--- src/rtl/icache_fill.sv ---
// Icache line refill engine: one miss -> one memory line read -> four data-array
// beat writes (yielding to hit reads) -> one tag write -> done pulse.
module icache_fill #(
  parameter int unsigned ADDR_WIDTH = 32,
  parameter int unsigned TAG_WIDTH  = 20,
  parameter int unsigned BEATS      = 4
) (
  input  logic                  clock,
  input  logic                  reset,
  input  logic                  miss2fill_valid,
  output logic                  miss2fill_ready,
  input  logic [ADDR_WIDTH-1:0] miss2fill_addr,
  input  logic [2:0]            miss2fill_way,
  output logic                  fill2miss_done,
  output logic                  fill2mem_req_valid,
  input  logic                  fill2mem_req_ready,
  output logic [ADDR_WIDTH-1:0] fill2mem_req_addr,
  input  logic                  mem2fill_rvalid,
  output logic                  mem2fill_rready,
  input  logic [127:0]          mem2fill_rdata,
  input  logic                  mem2fill_rlast,
  input  logic                  hit_read2data_array_valid,
  output logic                  fill2data_array_valid,
  output logic [5:0]            fill2data_array_index,
  output logic [2:0]            fill2data_array_way,
  output logic [1:0]            fill2data_array_offset,
  output logic [127:0]          fill2data_array_wdata,
  output logic                  fill2tag_array_valid,
  output logic [5:0]            fill2tag_array_index,
  output logic [2:0]            fill2tag_array_way,
  output logic [TAG_WIDTH-1:0]  fill2tag_array_tag,
  output logic                  fill_err
);

  localparam int unsigned DATA_W  = 128;
  localparam int unsigned IDX_W   = 6;
  localparam int unsigned WAY_W   = 3;
  localparam int unsigned OFF_W   = 2;
  localparam int unsigned LINE_LO = 6;
  localparam int unsigned TAG_LO  = 12;
  localparam logic [OFF_W-1:0] LAST_BEAT = OFF_W'(BEATS - 1);

  typedef enum logic [2:0] {
    S_IDLE,
    S_REQ,
    S_RECV,
    S_TAG,
    S_DONE
  } state_t;

  state_t               r_state;
  logic [IDX_W-1:0]     r_index;
  logic [TAG_WIDTH-1:0] r_tag;
  logic [WAY_W-1:0]     r_way;
  logic [OFF_W-1:0]     r_cnt;
  logic                 r_buf_valid;
  logic [DATA_W-1:0]    r_buf_data;
  logic                 r_err;
  logic                 r_miss_ready;
  logic                 r_req_valid;
  logic                 r_tag_valid;
  logic                 r_done;

  logic                 w_in_recv;
  logic                 w_wr_fire;
  logic                 w_rready;
  logic                 w_capture;
  logic [OFF_W-1:0]     w_cap_idx;
  logic                 w_unused_addr;

  // Line offset bits of the miss address play no part in a whole-line refill.
  assign w_unused_addr = ^miss2fill_addr[LINE_LO-1:0];

  // Beat buffer drains only when hit_read leaves the data array free.
  assign w_in_recv = (r_state == S_RECV);
  assign w_wr_fire = w_in_recv && r_buf_valid && !hit_read2data_array_valid;
  assign w_rready  = w_in_recv && (!r_buf_valid || w_wr_fire);
  assign w_capture = mem2fill_rvalid && w_rready;
  // Line position of the beat being captured: one ahead if the buffer is draining.
  assign w_cap_idx = r_cnt + OFF_W'(r_buf_valid);

  always_ff @(posedge clock) begin
    if (reset) begin
      r_state      <= S_IDLE;
      r_index      <= '0;
      r_tag        <= '0;
      r_way        <= '0;
      r_cnt        <= '0;
      r_buf_valid  <= 1'b0;
      r_buf_data   <= '0;
      r_err        <= 1'b0;
      r_miss_ready <= 1'b1;
      r_req_valid  <= 1'b0;
      r_tag_valid  <= 1'b0;
      r_done       <= 1'b0;
    end else begin
      r_tag_valid <= 1'b0;
      r_done      <= 1'b0;

      if (w_capture) begin
        r_buf_data <= mem2fill_rdata;
        if (mem2fill_rlast != (w_cap_idx == LAST_BEAT)) begin
          r_err <= 1'b1;
        end
      end

      unique case (r_state)
        S_IDLE: begin
          if (miss2fill_valid) begin
            r_index      <= miss2fill_addr[TAG_LO-1:LINE_LO];
            r_tag        <= TAG_WIDTH'(miss2fill_addr[ADDR_WIDTH-1:TAG_LO]);
            r_way        <= miss2fill_way;
            r_cnt        <= '0;
            r_miss_ready <= 1'b0;
            r_req_valid  <= 1'b1;
            r_state      <= S_REQ;
          end
        end
        S_REQ: begin
          if (fill2mem_req_ready) begin
            r_req_valid <= 1'b0;
            r_state     <= S_RECV;
          end
        end
        S_RECV: begin
          if (w_capture) begin
            r_buf_valid <= 1'b1;
          end else if (w_wr_fire) begin
            r_buf_valid <= 1'b0;
          end
          // Completion is counted on writes, never inferred from rlast.
          if (w_wr_fire) begin
            r_cnt <= r_cnt + OFF_W'(1);
            if (r_cnt == LAST_BEAT) begin
              r_tag_valid <= 1'b1;
              r_state     <= S_TAG;
            end
          end
        end
        S_TAG: begin
          r_done  <= 1'b1;
          r_state <= S_DONE;
        end
        S_DONE: begin
          r_miss_ready <= 1'b1;
          r_state      <= S_IDLE;
        end
        default: begin
          r_miss_ready <= 1'b1;
          r_state      <= S_IDLE;
        end
      endcase
    end
  end

  assign miss2fill_ready        = r_miss_ready;
  assign fill2mem_req_valid     = r_req_valid;
  assign fill2mem_req_addr      = ADDR_WIDTH'({r_tag, r_index, {LINE_LO{1'b0}}});
  assign mem2fill_rready        = w_rready;
  assign fill2data_array_valid  = w_wr_fire;
  assign fill2data_array_index  = r_index;
  assign fill2data_array_way    = r_way;
  assign fill2data_array_offset = r_cnt;
  assign fill2data_array_wdata  = r_buf_data;
  assign fill2tag_array_valid   = r_tag_valid;
  assign fill2tag_array_index   = r_index;
  assign fill2tag_array_way     = r_way;
  assign fill2tag_array_tag     = r_tag;
  assign fill2miss_done         = r_done;
  assign fill_err               = r_err;

endmodule
--- config.mk ---
export PLATFORM = sky130hd
export DESIGN_NAME = icache_fill
export DESIGN_NICKNAME = d
export VERILOG_FILES = /design/src/rtl/icache_fill.sv
export SDC_FILE = /design/constraint.sdc
export NUM_CORES = 1
export LEC_CHECK = 0
export CORE_MARGIN = 2
export CORE_UTILIZATION = 27
export DETAILED_ROUTE_END_ITERATION = 12
export GPL_TIMING_DRIVEN = 1
export HOLD_SLACK_MARGIN = 0.15
export PLACE_DENSITY_LB_ADDON = 0.1
export SETUP_SLACK_MARGIN = 0.3
export SLEW_MARGIN = 20
export SYNTH_ARGS = -nofsm -noshare
export SYNTH_HDL_FRONTEND = slang
export SYNTH_SLANG_ARGS = --single-unit
--- constraint.sdc ---
create_clock -name clock -period 2 [get_ports clock]
set_input_delay 0.4 -clock clock [delete_from_list [all_inputs] [get_ports clock]]
set_output_delay 0.4 -clock clock [all_outputs]
set_load 0.02 [all_outputs]
==> results of run 1 <==
-- final timing paths --
path / endpoint / slack, ns / cells after the start
max: mem2fill_rready / 0.05 / 4
min: fill2data_array_index[5]$_SDFFE_PP0P_ / 0.31 / 2
max reg2reg: fill2data_array_offset[0]$_SDFFE_PP0P_ / 0.32 / 5
min reg2reg: fill2data_array_wdata[1]$_SDFFE_PP0P_ / 0.46 / 2
-- cells by family (layout without fill, tap and decap cells) --
logic type	after synthesis	after routing
fa+ha+maj	2	2
compound gates	301	301
buf+inv	126	441
other cells	1	6
simple gates	208	208
flops	168	168
xor+xnor	1	1
-- through the flow --
| step | total power [mW] | hold WS [ns] | utilization (%) | setup WS (ns) |
|---|---|---|---|---|
| 6_report | 8.11 | 0.309 | 45.8 | 0.0538 |
| 5_1_grt | 8.48 | 0.304 | 45.8 | -0.00893 |
| 4_1_cts | 8.17 | 0.295 | 45.3 | 0.00499 |
| 3_5_place_dp | 5.11 | 0.461 | 43.5 | -0.148 |
| 3_3_place_gp | 5.11 | 0.454 | 43.5 | -0.143 |
| 2_1_floorplan | 4.30 | 0.501 | - | 0.272 |
-- worst max-delay path, cell delays in order (launching register included) --
cell and delay, ns:
dfxtp_2 0.32, or3b_4 0.41, buf_16 0.15, a21oi_4 0.11, buf_6 0.14
-- where the power goes --
| group | internal (mW) | leakage [nW] | total (mW) | switching [mW] |
|---|---|---|---|---|
| Combinational | 0.699 | 3.11 | 1.50 | 0.806 |
| Clock | 1.63 | 0.253 | 3.08 | 1.45 |
| Sequential | 3.46 | 1.36 | 3.52 | 0.0653 |
-- metal layers --
layer	track usage, %	share of wire [%]	vias up
li1	-	-	3407
met1	23.4	43	3228
met2	31.5	47	255
met3	6.97	8.0	25
met4	5.20	1.6	0
met5	0	0	-
-- state kept, by name, summed over array words and instances, names as in the netlist --
signal / flops
fill2data_array_wdata: 128
fill2tag_array_tag: 20
fill2data_array_index: 6
fill2data_array_way: 3
r_state: 3
fill2data_array_offset: 2
fill2mem_req_valid: 1
fill2miss_done: 1
fill2tag_array_valid: 1
fill_err: 1
miss2fill_ready: 1
r_buf_valid: 1
-- area by class of cell --
| cell class | instances | area share, % |
|---|---|---|
| Clock inverter | 12 | 0.836 |
| Inverter | 2 | 0.0678 |
| Timing Repair Buffer | 408 | 37.0 |
| Clock buffer | 19 | 4.00 |
| Sequential cell | 168 | 30.4 |
| Tap cell | 324 | 3.66 |
| Multi-Input combinational cell | 518 | 24.1 |
-- cells in the mapped netlist --
| cell | count |
|---|---|
| a21bo_2 | 1 |
| a21boi_0 | 1 |
| a21oi_1 | 161 |
| a21oi_2 | 1 |
| a221oi_1 | 1 |
| and3_1 | 2 |
| and4bb_2 | 1 |
| buf_2 | 13 |
| buf_4 | 42 |
| buf_6 | 2 |
| clkbuf_1 | 67 |
| conb_1 | 1 |
| dfxtp_1 | 168 |
| ha_1 | 2 |
| inv_1 | 2 |
| nand2_1 | 60 |
| nand2b_1 | 2 |
| nand3_1 | 129 |
| nor2_1 | 5 |
| nor2b_1 | 1 |
| nor3_1 | 1 |
| nor3b_2 | 1 |
| nor4_1 | 1 |
| nor4b_1 | 2 |
| o211ai_1 | 2 |
| o21ai_0 | 129 |
| o21ai_1 | 3 |
| o31a_1 | 1 |
| o31ai_1 | 1 |
| or3_1 | 1 |
| or3b_1 | 1 |
| or4b_2 | 1 |
| xnor2_1 | 1 |
-- repair_timing --
item / 4_1_cts / 5_1_grt
hold endpoints to repair: 0 / 0
resized for setup: 208 / 79
cloned: 3 / 5
setup endpoints to repair: 236 / 130
setup buffers: 3 / 1
==> summary.txt, run 1 <==
Synthesis
  – Avg Cell Area, Syn: 8.17 um2
  – Synth area leaders: dfxtp_1 (51%), a21oi_1 (12%), nand3_1 (9.8%)
  – Cell variety after synth: 33
  – Seq/Total Area, Yosys: 51.0%
  – Post-synthesis compound-gate area fraction: 23.2%
  – Synthesis-stage register bit count: 168
  – Largest family of logic cells by synthesized area: compound AO/OA/AOI/OAI gates
  – Post-synthesis mux area share: 0%
  – Syn Inst Count: 807
  – Leading area contributor after synthesis: dfxtp_1
  – Area share of the largest cell type after synthesis: 51.0%
  – Post-Synth Adder-Cell Area: 0.379%
  – Xor/xnor cell area share of the yosys netlist: 0.133%
  – Post-Synth Simple-Gate Area: 15.2%
  – Mapped Area: 0.00660 mm2
  – Yosys Warn Count: 0

Floorplanning
  – Initial Utilization: 27.3%
  – Site row count: 57
  – Chip Width: 160 um
  – Placeable Area: 0.0242 mm2
  – I/O pins: 377
  – Die Ht: 160 um
  – Die Area: 0.0257 mm2

Cells and area
  – Antenna Cells: 0
  – Fillers: 2434
  – Finished Cell Area: 0.0111 mm2
  – Commonest non-fill, non-tap cell in the layout: dlygate4sd2_1
  – Multi-input logic area: 0.00267 mm2
  – Area grow syn2layout: 68.0%
  – Commonest cells after routing, fill and taps aside: dlygate4sd2_1 (199), dfxtp_1 (167), clkdlybuf4s50_1 (162), a21oi_1 (160), nand3_1 (129)
  – Fraction of layout cells with a size suffix above 1: 8.34%
  – Fin cells: 1451
  – Reg area: 0.00336 mm2
  – Fin nets: 1287

CTS
  – CTS max path bufs: 2
  – CTS root buf: clkbuf_16
  – Cts-stage hold buffer count: 0
  – Clock Pin Slew Worst Setup and Hold Paths: 0.07 ns
  – CTS Sinks: 168
  – Worst-skew pair later-pin latency: 0.43 ns
  – TritonCTS Buffers: 17
  – CTS H-tree lvls: 4
  – CTS tree: yes

Placement
  – Port buffer count: 364
  – RePlAce Congestion: 0.720
  – Placed Cells: 1408
  – Dpl hpwl: 16.1 mm
  – Placed cell area: 0.0105 mm2

Setup path
  – Worst Path Required: 1.60 ns
  – Peak fanout along the critical path: 3
  – Crit path launch type: register
  – Crit Path Class: reg -> out
  – Worst r2r src: r_state[1]$_SDFFE_PP0P_
  – Critical path arrival: 1.55 ns
  – Crit. Startpoint: r_state[1]$_SDFFE_PP0P_
  – Crit end category: output pin

Min path
  – Hold Crit Start: reset
  – HP Class: in -> reg

Global route
  – Largest net degree at the start of global routing: 73
  – First-pass GRT wire length: 38.7 mm
  – GRT Resource Usage Total: 19.0%
  – Number of global-route vias before repair: 6601
  – Initial antenna violation count: 1
  – Grt ovf: 0

Power
  – Cell leakage power: 4.73 nW
  – Pwr dens: 732 mW/mm2
  – Worst vdd ir: 441 uV

STA
  – Unrepaired setup endpoints after global routing: yes
  – Period utilization: 97.3%
  – Fin crit period: 1.95 ns
  – Final Hold Viols: 0
  – Final setup fails: 0
  – Total negative slack for setup checks: 0 ns
  – Max Slew Vio Count: 0
  – FMAX: 0.514 GHz
  – Clk_skew: 0.0153 ns

Route
  – DRT antenna net count: 0
  – Via count: 6915
  – DR WL/cell: 18.1 um
  – DRT iter0 DRCs: 342
  – DR vias/cell: 4.77
  – Detailed Route WL: 26.2 mm
  – DRC viols: 0
  – Pre-antenna DRT Iters: 5

Run
  – Max_cap viols: 0

Run status
  – Status: finished, final reports clean
No activity file was read; power rests on OpenSTA's default activity.
==> run 2: changes to the inputs <==
--- a/config.mk
+++ b/config.mk
@@ -9,7 +9,7 @@
 export CORE_UTILIZATION = 27
 export DETAILED_ROUTE_END_ITERATION = 12
 export GPL_TIMING_DRIVEN = 1
-export HOLD_SLACK_MARGIN = 0.15
+export HOLD_SLACK_MARGIN = 0.08
 export PLACE_DENSITY_LB_ADDON = 0.1
 export SETUP_SLACK_MARGIN = 0.3
 export SLEW_MARGIN = 20
==> results of run 2 <==
Final layout, timing and power as in run 1 (identical DEF).
